`src/rtl/cpu_pkg.sv`:
```
// cpu_pkg: constants shared by the fetch stage and control_unit.
//   - Datapath widths and the post-reset fetch address.
//   - Instruction field positions (opcode, function code).
//   - Fetch FSM state encoding.
//   - Opcode values decoded by control_unit.
package cpu_pkg;

    localparam int PC_W    = 16;
    localparam int INSTR_W = 16;
    localparam logic [15:0] RESET_PC = 16'h0000;

    localparam int OPCODE_MSB = 15;
    localparam int OPCODE_LSB = 12;
    localparam int FUNCT_MSB  = 3;
    localparam int FUNCT_LSB  = 0;

    typedef enum logic [1:0] {
        IDLE = 2'd0,
        REQ  = 2'd1,
        WAIT = 2'd2
    } fetch_state_e;

    localparam logic [3:0] OP_RTYPE = 4'b0000;
    localparam logic [3:0] OP_LW    = 4'b0001;
    localparam logic [3:0] OP_SW    = 4'b0010;
    localparam logic [3:0] OP_ADDI  = 4'b0011;
    localparam logic [3:0] OP_BEQ   = 4'b0100;
    localparam logic [3:0] OP_BNE   = 4'b0101;
    localparam logic [3:0] OP_JMP   = 4'b0110;

endpackage

```
`src/rtl/fetch_out_reg.sv`:
```
// fetch_out_reg: one-entry valid/ready holding register between fetch and decode.
// Ports:
//   clk, rst        clock, synchronous active-high reset
//   flush           drop any held entry (branch/jump redirect); wins over load
//   load            capture load_instr/load_pc and raise out_valid
//   out_ready       downstream accepts; valid & ready with no load empties the slot
//   out_valid/out_instr/out_pc   registered outputs, stable while stalled
module fetch_out_reg #(
    parameter int PC_W    = 16,
    parameter int INSTR_W = 16
) (
    input  logic               clk,
    input  logic               rst,
    input  logic               flush,
    input  logic               load,
    input  logic [INSTR_W-1:0] load_instr,
    input  logic [PC_W-1:0]    load_pc,
    input  logic               out_ready,
    output logic               out_valid,
    output logic [INSTR_W-1:0] out_instr,
    output logic [PC_W-1:0]    out_pc
);

    always_ff @(posedge clk) begin
        if (rst) begin
            out_valid <= 1'b0;
            out_instr <= '0;
            out_pc    <= '0;
        end else if (flush) begin
            out_valid <= 1'b0;
        end else if (load) begin
            out_valid <= 1'b1;
            out_instr <= load_instr;
            out_pc    <= load_pc;
        end else if (out_valid && out_ready) begin
            out_valid <= 1'b0;
        end
    end

endmodule

```
`src/rtl/instr_fetch.sv`:
```
// instr_fetch: fetch stage of the 16-bit CPU.
// Holds the PC, issues one outstanding request at a time to instruction
// memory, and parks the returned word in a one-entry register feeding decode.
// A redirect (taken beq/bne or jmp) reloads the PC, flushes the output slot
// and marks any in-flight response for discard.
// Ports:
//   clk, rst                      clock, synchronous active-high reset
//   imem_req/imem_addr/imem_gnt   request handshake; addr held until granted
//   imem_rvalid/imem_rdata        read return, at least one cycle after grant
//   redirect_valid/redirect_pc    one-cycle redirect pulse and target
//   out_valid/out_ready/out_instr/out_pc   valid/ready output to decode
//   opcode/function_code          instruction fields for control_unit
// Build option INSTR_FETCH_STATS_EN adds saturating counters:
//   stat_fetched  accepted output transfers
//   stat_dropped  discarded responses plus flushed valid outputs
module instr_fetch
    import cpu_pkg::*;
#(
    parameter int              PC_W     = cpu_pkg::PC_W,
    parameter int              INSTR_W  = cpu_pkg::INSTR_W,
    parameter logic [PC_W-1:0] RESET_PC = PC_W'(cpu_pkg::RESET_PC)
) (
    input  logic               clk,
    input  logic               rst,
    output logic               imem_req,
    output logic [PC_W-1:0]    imem_addr,
    input  logic               imem_gnt,
    input  logic               imem_rvalid,
    input  logic [INSTR_W-1:0] imem_rdata,
    input  logic               redirect_valid,
    input  logic [PC_W-1:0]    redirect_pc,
    output logic               out_valid,
    input  logic               out_ready,
    output logic [INSTR_W-1:0] out_instr,
    output logic [PC_W-1:0]    out_pc,
    output logic [3:0]         opcode,
    output logic [3:0]         function_code
`ifdef INSTR_FETCH_STATS_EN
    ,
    output logic [31:0]        stat_fetched,
    output logic [31:0]        stat_dropped
`endif
);

    fetch_state_e    state_q, state_d;
    logic [PC_W-1:0] fetch_pc_q, fetch_pc_d;
    logic [PC_W-1:0] req_pc_q, req_pc_d;
    logic            drop_q, drop_d;
    logic            load;
    logic            slot_free;

    assign slot_free = !out_valid || out_ready;
    assign imem_req  = (state_q == REQ);
    assign imem_addr = fetch_pc_q;

    always_ff @(posedge clk) begin
        if (rst) begin
            state_q    <= IDLE;
            fetch_pc_q <= RESET_PC;
            req_pc_q   <= '0;
            drop_q     <= 1'b0;
        end else begin
            state_q    <= state_d;
            fetch_pc_q <= fetch_pc_d;
            req_pc_q   <= req_pc_d;
            drop_q     <= drop_d;
        end
    end

    always_comb begin
        state_d    = state_q;
        fetch_pc_d = fetch_pc_q;
        req_pc_d   = req_pc_q;
        drop_d     = drop_q;
        load       = 1'b0;
        unique case (state_q)
            IDLE: begin
                // A redirect here only retargets the PC; request next cycle.
                if (!redirect_valid && slot_free) state_d = REQ;
            end
            REQ: begin
                if (imem_gnt) begin
                    // Granted request is in flight even if redirected now.
                    state_d    = WAIT;
                    req_pc_d   = fetch_pc_q;
                    fetch_pc_d = fetch_pc_q + PC_W'(1);
                    drop_d     = redirect_valid;
                end else if (redirect_valid) begin
                    // Drop req for a cycle so the new address is presented fresh.
                    state_d = IDLE;
                end
            end
            WAIT: begin
                if (imem_rvalid) begin
                    drop_d = 1'b0;
                    if (drop_q || redirect_valid) begin
                        state_d = IDLE;
                    end else begin
                        load    = 1'b1;
                        state_d = out_ready ? REQ : IDLE;
                    end
                end else if (redirect_valid) begin
                    drop_d = 1'b1;
                end
            end
            default: state_d = IDLE;
        endcase
        if (redirect_valid) fetch_pc_d = redirect_pc;
    end

    fetch_out_reg #(
        .PC_W    (PC_W),
        .INSTR_W (INSTR_W)
    ) u_out_reg (
        .clk        (clk),
        .rst        (rst),
        .flush      (redirect_valid),
        .load       (load),
        .load_instr (imem_rdata),
        .load_pc    (req_pc_q),
        .out_ready  (out_ready),
        .out_valid  (out_valid),
        .out_instr  (out_instr),
        .out_pc     (out_pc)
    );

    assign opcode        = out_instr[OPCODE_MSB:OPCODE_LSB];
    assign function_code = out_instr[FUNCT_MSB:FUNCT_LSB];

`ifdef INSTR_FETCH_STATS_EN
    logic        xfer;
    logic        drop_resp;
    logic        flush_valid;
    logic [1:0]  drop_inc;
    logic [32:0] fetched_sum;
    logic [32:0] dropped_sum;

    // A flushed entry is not an accepted transfer even if out_ready was high.
    assign xfer        = out_valid && out_ready && !redirect_valid;
    assign drop_resp   = (state_q == WAIT) && imem_rvalid && (drop_q || redirect_valid);
    assign flush_valid = redirect_valid && out_valid;
    assign drop_inc    = 2'(drop_resp) + 2'(flush_valid);
    assign fetched_sum = {1'b0, stat_fetched} + 33'(xfer);
    assign dropped_sum = {1'b0, stat_dropped} + 33'(drop_inc);

    always_ff @(posedge clk) begin
        if (rst) begin
            stat_fetched <= '0;
            stat_dropped <= '0;
        end else begin
            stat_fetched <= fetched_sum[32] ? '1 : fetched_sum[31:0];
            stat_dropped <= dropped_sum[32] ? '1 : dropped_sum[31:0];
        end
    end
`endif

endmodule

```
`config.mk`:
```
export PLATFORM = sky130hd
export DESIGN_NAME = instr_fetch
export DESIGN_NICKNAME = d
export VERILOG_FILES = /design/src/rtl/cpu_pkg.sv /design/src/rtl/fetch_out_reg.sv /design/src/rtl/instr_fetch.sv
export SDC_FILE = /design/constraint.sdc
export NUM_CORES = 1
export LEC_CHECK = 0
export CAP_MARGIN = 20
export CORE_MARGIN = 5
export CORE_UTILIZATION = 45
export CTS_CLUSTER_DIAMETER = 150
export DETAILED_ROUTE_END_ITERATION = 16
export GPL_ROUTABILITY_DRIVEN = 0
export PLACE_DENSITY_LB_ADDON = 0.2
export SETUP_SLACK_MARGIN = 0.02
export SKIP_LAST_GASP = 1
export SYNTH_ARGS = -nofsm -noshare
export SYNTH_HDL_FRONTEND = slang
export SYNTH_SLANG_ARGS = --single-unit
```
`constraint.sdc`:
```
create_clock -name clk -period 2.3 [get_ports clk]
set_clock_uncertainty 0.2 [all_clocks]
set_input_delay 0.46 -clock clk [delete_from_list [all_inputs] [get_ports clk]]
set_output_delay 0.46 -clock clk [all_outputs]
set_load 0.01 [all_outputs]
```
Yosys cells after proc, flatten, opt, wreduce, memory -nomap -nowiden:

Index checks and enable logic that the tools add are counted.

* bits in registers: 68
* input port bits: 38
* output and inout bits: 58
* logic and storage cells: 52

* $add $sub $neg: 1
* equality and inequality tests: 7
* mux-type cells: 19
* bitwise gates (word level): 1
* reduce and logical (&&, ||, !) cells: 17

Operators by type and width (count)
* 16-bit two-way mux: 3
* 16-bit by 1-bit adder with 16-bit output, second input constant: 1
* 1-bit two-way mux: 10
* 2-bit two-way mux: 4
* 2-bit nonzero test: 4
* 2-bit one-hot mux with 3 select lines: 1
* 2-bit AND reduction: 3
* 3-bit AND reduction: 2
* 2-bit inequality test, second input constant: 2
* 3-bit by 1-bit inequality test with 1-bit output, second input constant: 1
* 3-bit inequality test, second input constant: 1
* 2-bit by 1-bit equality test with 1-bit output, second input constant: 1
* 2-bit equality test, second input constant: 1
* 1-bit logical AND: 2
* 1-bit zero test: 2
* 2-bit zero test: 1
* 1-bit logical OR: 2
* 2-bit by 1-bit inequality test with 1-bit output, second input constant: 1
* 1-bit one-hot mux with 2 select lines: 1
* 2-bit OR reduction: 1
* 1-bit NOT: 1

Depth between registers and ports, before layout:

Gate-level depths: netlist of run 1.

* word-level depth: 5
* gate-level depth with buffers: 7
* mapped depth without buffers: 6

Cells and area by module:

A second synthesis of run 1 with hierarchy kept.

* cells, all modules: 364
* area total of the unflattened synthesis: 3228.1 µm²

By module, submodules not included
* instr_fetch: instances 1, cells an instance 215, area an instance 1719.1 µm², seq. area each 700.7 µm²
* fetch_out_reg: instances 1, cells an instance 149, area an instance 1508.9 µm², seq. area each 660.6 µm²

Least setup slack after synthesis of run 1:

OpenSTA, ideal clock, no wires.

* path kind: reg-to-reg
* from: register state_q[1]
* to: register fetch_pc_q[12] (netlist: imem_addr[12])
* setup time: 0.086 ns
* arrival: 1.544 ns
* required time: 2.014 ns
* path slack: 0.471 ns
* stages on the path, launching flop included: 7
* buffers on the path: 0
* period minus slack after synthesis: 1.829 ns
* cells stage by stage: dfxtp_1 inv_1 ha_1 nand4_1 nor4_1 xnor2_1 a211oi_1

* longest elaborated chain between the ends: 3

RTL lines
* start: declaration: line instr_fetch.sv:45 `fetch_state_e state_q, state_d;`
* start signal: assignment: line instr_fetch.sv:63 `state_q <= state_d;`
* 2-bit by 1-bit equality test with 1-bit output
* net imem_req: line instr_fetch.sv:25 `output logic imem_req,`
* 2-bit nonzero test (no line)
* 2-bit AND reduction (no line)
* end signal: assignment: line instr_fetch.sv:64 `fetch_pc_q <= fetch_pc_d;`
* end: declaration: line instr_fetch.sv:46 `logic [PC_W-1:0] fetch_pc_q, fetch_pc_d;`

The timed path passes the listed nets, and every way through them passes these cells.
A chain may end at the register's enable or synchronous reset.

Final worst setup path of run 1:

* from: register state_q[0]
* to: output imem_req

* longest elaborated chain between the ends: 1

RTL lines
* 2-bit by 1-bit equality test with 1-bit output: line instr_fetch.sv:53 `assign imem_req = (state_q == REQ);`
* end: declaration: line instr_fetch.sv:25

Every way passes these cells.

==> results of run 1 <==
[kinds of logic after synthesis]
kind of cell,Yosys count,synth area share
and+or+nand+nor,154,0.239
AOI/OAI and AO/OA,78,0.161
DFF,68,0.482
buffers and inverters,37,0.0620
xor gates and xnor gates,11,0.0341
adders and majority gates,5,0.0221
[sequential cells by signal, indices dropped and copies added, names as in the netlist]
register,count
drop_q,1
imem_addr,16
req_pc_q,16
state_q,2
u_out_reg.out_instr,16
u_out_reg.out_pc,16
u_out_reg.out_valid,1
[critical path: cells and delay by family, from the launching register on]
family                     cells  cell delay, ns
buffers and inverters          1            0.55
DFF                            1            0.42
adders and majority gates      1            0.22
[metal layers]
metal / track usage / up-vias / share of wire
li1: - / 1363 / -
met4: 0.0677 / 0 / 0.013
met1: 0.233 / 1240 / 0.43
met5: 0 / - / 0
met2: 0.316 / 92 / 0.48
met3: 0.0645 / 11 / 0.084
[metrics by stage]
| stage | utilization | instance area, sq um | hold slack, ns |
|---|---|---|---|
| finish | 0.673 | 4060 | 0.246 |
| global route | 0.673 | 4060 | 0.262 |
| CTS | 0.673 | 4060 | 0.251 |
| detailed placement | 0.639 | 3850 | 0.246 |
| global placement | 0.639 | 3850 | 0.238 |
| floorplan | - | 2830 | 0.232 |
[cell usage in the layout, fill, tap and decap left out, types with 2 or more instances in the layout]
master and n:
sky130_fd_sc_hd__a311oi_1 5, sky130_fd_sc_hd__nand2_1 106, sky130_fd_sc_hd__clkinv_4 2, sky130_fd_sc_hd__o21ai_0 5, sky130_fd_sc_hd__a211oi_1 8, sky130_fd_sc_hd__ha_1 4
sky130_fd_sc_hd__xnor2_1 10, sky130_fd_sc_hd__clkbuf_8 9, sky130_fd_sc_hd__nor4_1 3, sky130_fd_sc_hd__dfxtp_1 68, sky130_fd_sc_hd__or3_1 2, sky130_fd_sc_hd__buf_4 9
sky130_fd_sc_hd__clkinv_2 2, sky130_fd_sc_hd__a21oi_1 52, sky130_fd_sc_hd__clkdlybuf4s50_1 94, sky130_fd_sc_hd__nor3_1 7, sky130_fd_sc_hd__a31oi_1 2, sky130_fd_sc_hd__nor2_1 16
sky130_fd_sc_hd__inv_1 6, sky130_fd_sc_hd__or4_1 2, sky130_fd_sc_hd__nand3_1 5, sky130_fd_sc_hd__nand4_1 6, sky130_fd_sc_hd__buf_12 3
[cell type report]
type / count / area share
multi-input combinational: 248 / 0.322
clock buffer: 10 / 0.0315
timing repair buffer: 107 / 0.265
clock inverter: 6 / 0.0160
inverter: 7 / 0.00648
tap: 75 / 0.0231
sequential: 68 / 0.336
[how the worst min path moves through the flow]
stage,startpoint,to,slack [ns],cells after the start
after global routing,req_pc_q[1]$_SDFFE_PP0P_,u_out_reg.out_pc[1]$_SDFFE_PP0P_,0.26,2
after detailed placement,req_pc_q[15]$_SDFFE_PP0P_,u_out_reg.out_pc[15]$_SDFFE_PP0P_,0.25,2
after global placement,req_pc_q[1]$_SDFFE_PP0P_,u_out_reg.out_pc[1]$_SDFFE_PP0P_,0.24,2
final,req_pc_q[5]$_SDFFE_PP0P_,u_out_reg.out_pc[5]$_SDFFE_PP0P_,0.25,2
after CTS,req_pc_q[5]$_SDFFE_PP0P_,u_out_reg.out_pc[5]$_SDFFE_PP0P_,0.25,2
after floorplan,req_pc_q[0]$_SDFFE_PP0P_,u_out_reg.out_pc[0]$_SDFFE_PP0P_,0.23,2
[repair_timing]
item,4_1_cts,5_1_grt
resized for setup,2,1
endpoints found under the setup margin,1,1
hold buffers,0,0
[power breakdown]
group          switching (mW)  internal, mW  leakage, nW
clock                   0.451         0.500       0.0962
sequential             0.0501          1.22        0.553
combinational           0.154         0.179        0.705
total                   0.654          1.90         1.35
==> reports/results.txt, run 1 <==
result of the run: finished, final reports clean
register area: 1360 sq um
sum of overflow across all layers after global routing: 0
unrepaired setup endpoints after global routing: no
depth of the most critical reg-to-reg path: 5
Worst-path clk slew: 0.07 ns
area share of the leading cell type in the synthesized netlist: 0.482
CP max stage delay: 0.55 ns
worst r2r src: imem_addr[1]$_SDFFE_PP0P_
post-layout minimum cycle time: 2.18 ns
static leakage: 1.35 nW
initial core utilization: 0.469
drt first pass iters: 4
sum of internal, switching and leakage power: 2.55 mW
share of flip-flops with an asynchronous set or reset: 0
Maximum Capacitance Violations: 0
nature of the critical path endpoint: output pin
# IOs: 96
Avg WL per Cell: 13.7 um
number of DRC markers after the initial detailed-route iteration: 131
synthesized area per cell: 8.01 sq um
transition time of the tightest slew-check pin: 0.474 ns
highest clock frequency the design can meet: 458 MHz
sequential share of the synthesized area: 0.482
half-perimeter wire length after detailed placement: 5090 um
Setup TNS: 0 ns
internal reg-to-reg setup slack: 0.28 ns
TritonCTS clock tree: done
share of final-layout standard cells stronger than drive strength 1: 0.0785
clock buffer count from CTS: 9
capture point of the worst path: imem_req
antenna violations before repair: 0
insertion delay to the later sink of the worst-skew pair: 0.34 ns
class of the worst hold path: reg -> reg
number of buffers inserted to repair setup after CTS: 0
number of storage elements in the synthesis netlist: 68
DRC violations left: 0
number of core rows: 28
peak supply drop: 0.583 mV
cell with the largest stage delay on the worst path: sky130_fd_sc_hd__clkdlybuf4s50_1
gate count after technology mapping: 353
cell count after placement: 505
number of global-route vias before repair: 2588
Worst setup startpoint: state_q[0]$_SDFFE_PP0P_
number of warning messages in the yosys log: 0
Placeable Area: 6030 sq um
Netlist cell types: 34
Rel. slew slack: 0.684
maximum net fanout on the critical path: 8
Worst Path Class, Setup: reg -> out
post-layout net count: 484
CP Data Required Time: 1.64 ns
Crit Reg-Reg Endpoint: imem_addr[12]$_SDFFE_PP0P_
period utilization: 0.950
number of non-filler instances in the completed layout: 521
fill cell instance count of the final layout: 505
GRT Overall Usage: 0.192
ANT cells: 0
dominant register cell in the synthesized netlist: sky130_fd_sc_hd__dfxtp_1
syn_nets: 396
ranking of synthesized cells by instance count: 106 x sky130_fd_sc_hd__nand2_1, 68 x sky130_fd_sc_hd__dfxtp_1, 52 x sky130_fd_sc_hd__a21oi_1
antenna-violating nets left: 0
largest net degree at the start of global routing: 48
final number of hold-violating endpoints: 0
total standard cell area after synthesis: 2830 sq um
P&R area growth vs syn: 43.5%
overall die height: 89.3 um
top cells by area in the synthesized netlist: sky130_fd_sc_hd__dfxtp_1 48%, sky130_fd_sc_hd__nand2_1 14%, sky130_fd_sc_hd__a21oi_1 9.2%
cell-by-cell trace of the critical path: ha_4 > clkdlybuf4s50_1
overall via count from detail_route: 2706
wire length of the first global-routing pass: 11800 um
Critical Path AT: 1.52 ns
final worst slack: 0.116 ns
horizontal extent of the die: 89.3 um
number of enable-type register cells in the synthesized netlist: 0
average vias per placed instance: 5.19
CTS sink count: 68
root buffer selected by CTS: sky130_fd_sc_hd__clkbuf_8
post-detailed-routing wire length: 7140 um
P per Cell Area: 629 nW/um^2
element type at the critical path start: flip-flop
Setup WS pre-CTS: -0.0660 ns
Bufs on Longest Clock Path: 2
maximum level of the CTS H-tree: 3
cell type contributing the most total cell area after synthesis: sky130_fd_sc_hd__dfxtp_1
final max-slew violation count: 0
overall die area: 7970 sq um
most frequent cell after synthesis: sky130_fd_sc_hd__nand2_1
footprint of the multi-input gates: 1310 sq um
Port Buf Inserts: 95
number of setup violations in the final report: 0
Note: power is estimated with default switching activity, not from simulation.
==> run 2, diff against run 1 <==
ABC_CLOCK_PERIOD_IN_PS = 2300   (was default)
==> results of run 2 <==
Final layout, timing and power as in run 1 (identical DEF).
==> run 3, diff against run 2 <==
--- a/config.mk
+++ b/config.mk
@@ -17,2 +17,3 @@
 export SKIP_LAST_GASP = 1
+export SLEW_MARGIN = 20
 export SYNTH_ARGS = -nofsm -noshare
--- a/constraint.sdc
+++ b/constraint.sdc
@@ -4,2 +4,2 @@
 set_output_delay 0.46 -clock clk [all_outputs]
-set_load 0.01 [all_outputs]
+set_load 0.05 [all_outputs]
==> run 3 against run 2 <==
Routed wire length rose by 4.4%. First-iteration DRC count rose by 5.3%. Register-to-register slack got worse by 0.03 ns. Utilization rose by 1.4 points. Flip-flop and latch count did not move. Worst hold slack improved by 0.0066 ns. Cell area rose by 2.1%. Global-route usage rose by 0.57 points. Critical endpoint is now function_code[0]. Largest power group unchanged.
==> reports/results.txt, run 3 (synthesis gave the netlist of run 1 again) <==
result of the run: finished, final reports clean
post-route cell area: 4140 sq um
DRC violations left: 0
P per Cell Area: 698 nW/um^2
Bufs on Longest Clock Path: 2
Crit Reg-Reg Endpoint: imem_addr[10]$_SDFFE_PP0P_
Worst Path Class, Setup: reg -> out
P&R area growth vs syn: 46.5%
most frequent cells in the layout: 106 x sky130_fd_sc_hd__nand2_1, 78 x sky130_fd_sc_hd__clkdlybuf4s50_1, 68 x sky130_fd_sc_hd__dfxtp_1
Port Buf Inserts: 95
# IOs: 96
CP Data Required Time: 1.64 ns
Rel. slew slack: 0.659
final max-slew violation count: 0
Worst-path clk slew: 0.07 ns
final number of hold-violating endpoints: 0
depth of the worst hold-timing path: 2
sum of internal, switching and leakage power: 2.89 mW
drt first pass iters: 4
sum of overflow across all layers after global routing: 0
highest clock frequency the design can meet: 461 MHz
internal reg-to-reg setup slack: 0.25 ns
cell-by-cell trace of the critical path: clkdlybuf4s50_1
overall die height: 89.3 um
element type at the critical path start: flip-flop
number of buffers inserted to repair setup after CTS: 0
post-layout net count: 489
overall via count from detail_route: 2720
Worst Hold End: u_out_reg.out_pc[1]$_SDFFE_PP0P_
period utilization: 0.943
maximum level of the CTS H-tree: 3
commonest non-fill, non-tap cell in the layout: sky130_fd_sc_hd__nand2_1
post-detailed-routing wire length: 7450 um
transition time of the tightest slew-check pin: 0.509 ns
Setup TNS: 0 ns
Critical Path AT: 1.51 ns
worst r2r src: state_q[1]$_SDFFE_PP0P_
TritonCTS clock tree: done
nature of the critical path endpoint: output pin
ANT cells: 0
antenna violations before repair: 0
cell with the largest stage delay on the worst path: sky130_fd_sc_hd__clkdlybuf4s50_1
number of setup violations in the final report: 0
Placeable Area: 6030 sq um
antenna-violating nets left: 0
DP Area: 3870 sq um
overall die area: 7970 sq um
share of final-layout standard cells stronger than drive strength 1: 0.113
fill cell instance count of the final layout: 522
insertion delay to the later sink of the worst-skew pair: 0.33 ns
Maximum Capacitance Violations: 0
wire length of the first global-routing pass: 12300 um
maximum net fanout on the critical path: 3
peak supply drop: 0.522 mV
number of global-route vias before repair: 2698
initial core utilization: 0.469
half-perimeter wire length after detailed placement: 5330 um
class of the worst hold path: reg -> reg
Worst Hold Launch: req_pc_q[1]$_SDFFE_PP0P_
CTS sink count: 68
average vias per placed instance: 5.17
largest net degree at the start of global routing: 47
Setup WS pre-CTS: 0.0405 ns
root buffer selected by CTS: sky130_fd_sc_hd__clkbuf_8
static leakage: 1.49 nW
final worst slack: 0.130 ns
unrepaired setup endpoints after global routing: no
kind of cell adding the most delay to the critical path: buffers and inverters
depth of the most critical reg-to-reg path: 7
GRT Overall Usage: 0.197
number of DRC markers after the initial detailed-route iteration: 138
CP max stage delay: 0.82 ns
post-layout minimum cycle time: 2.17 ns
PostCTS Resize Cnt: 2
hold bufs inserted after CTS: 0
number of core rows: 28
clock buffer count from CTS: 9
horizontal extent of the die: 89.3 um
Avg WL per Cell: 14.2 um
buffer and inverter count on the worst path: 1
-- run 3: cell count changes in the layout (fill, tap and decap cells not counted), sizes merged --
cell | previous run | this run
clkdlybuf4s50 | 94 | 78
buf | 13 | 28
dlymetal6s2s | 0 | 4
bufinv | 1 | 3
clkinv | 4 | 2
dlygate4sd2 | 0 | 2
-- run 3: cell type report --
cell class                 count  area [sq um]  area share
clock buffer                  10           138      0.0332
clock inverter                 6           111      0.0269
inverter                       7          26.3     0.00635
multi-input combinational    248          1300       0.315
sequential                    68          1360       0.329
tap                           75          93.8      0.0227
timing repair buffer         112          1110       0.267
-- run 3: worst min-delay path, delay by kind of cell, from the launching register on --
kind	cells	cell delay [ns]
DFF	1	0.31
and+or+nand+nor	1	0.05
AOI/OAI and AO/OA	1	0.05
-- run 3: worst max-delay path by stage --
stage               cells past startpoint                          to                           startpoint
floorplan                               6  imem_addr[12]$_SDFFE_PP0P_              state_q[1]$_SDFFE_PP0P_
global placement                        6     state_q[1]$_SDFFE_PP0P_                             imem_gnt
detailed placement                      6  imem_addr[13]$_SDFFE_PP0P_                             imem_gnt
CTS                                     1                imem_addr[9]            imem_addr[9]$_SDFFE_PP0P_
global route                            7   imem_addr[8]$_SDFFE_PP0P_              state_q[1]$_SDFFE_PP0P_
finish                                  1            function_code[0]  u_out_reg.out_instr[0]$_SDFFE_PP0P_
-- run 3: where the power goes --
part	internal (mW)	leakage [nW]	total, mW	switching [mW]
Combinational	0.184	0.813	0.428	0.244
Clock	0.750	0.122	1.20	0.453
Sequential	1.22	0.553	1.26	0.0446
-- run 3: metal layers --
layer	part of all wire	GRT usage	up-vias
met3	0.069	0.0479	10
met5	0	0	-
li1	-	-	1371
met4	0.014	0.0812	0
met1	0.43	0.241	1252
met2	0.48	0.332	87
-- run 3: metrics by stage --
step	hold slack, ns	utilization	instances
final	0.252	0.687	526
after global placement	0.239	0.643	510
after detailed placement	0.246	0.643	510
after global routing	0.267	0.687	526
after floorplan	0.232	-	353
after CTS	0.256	0.684	526
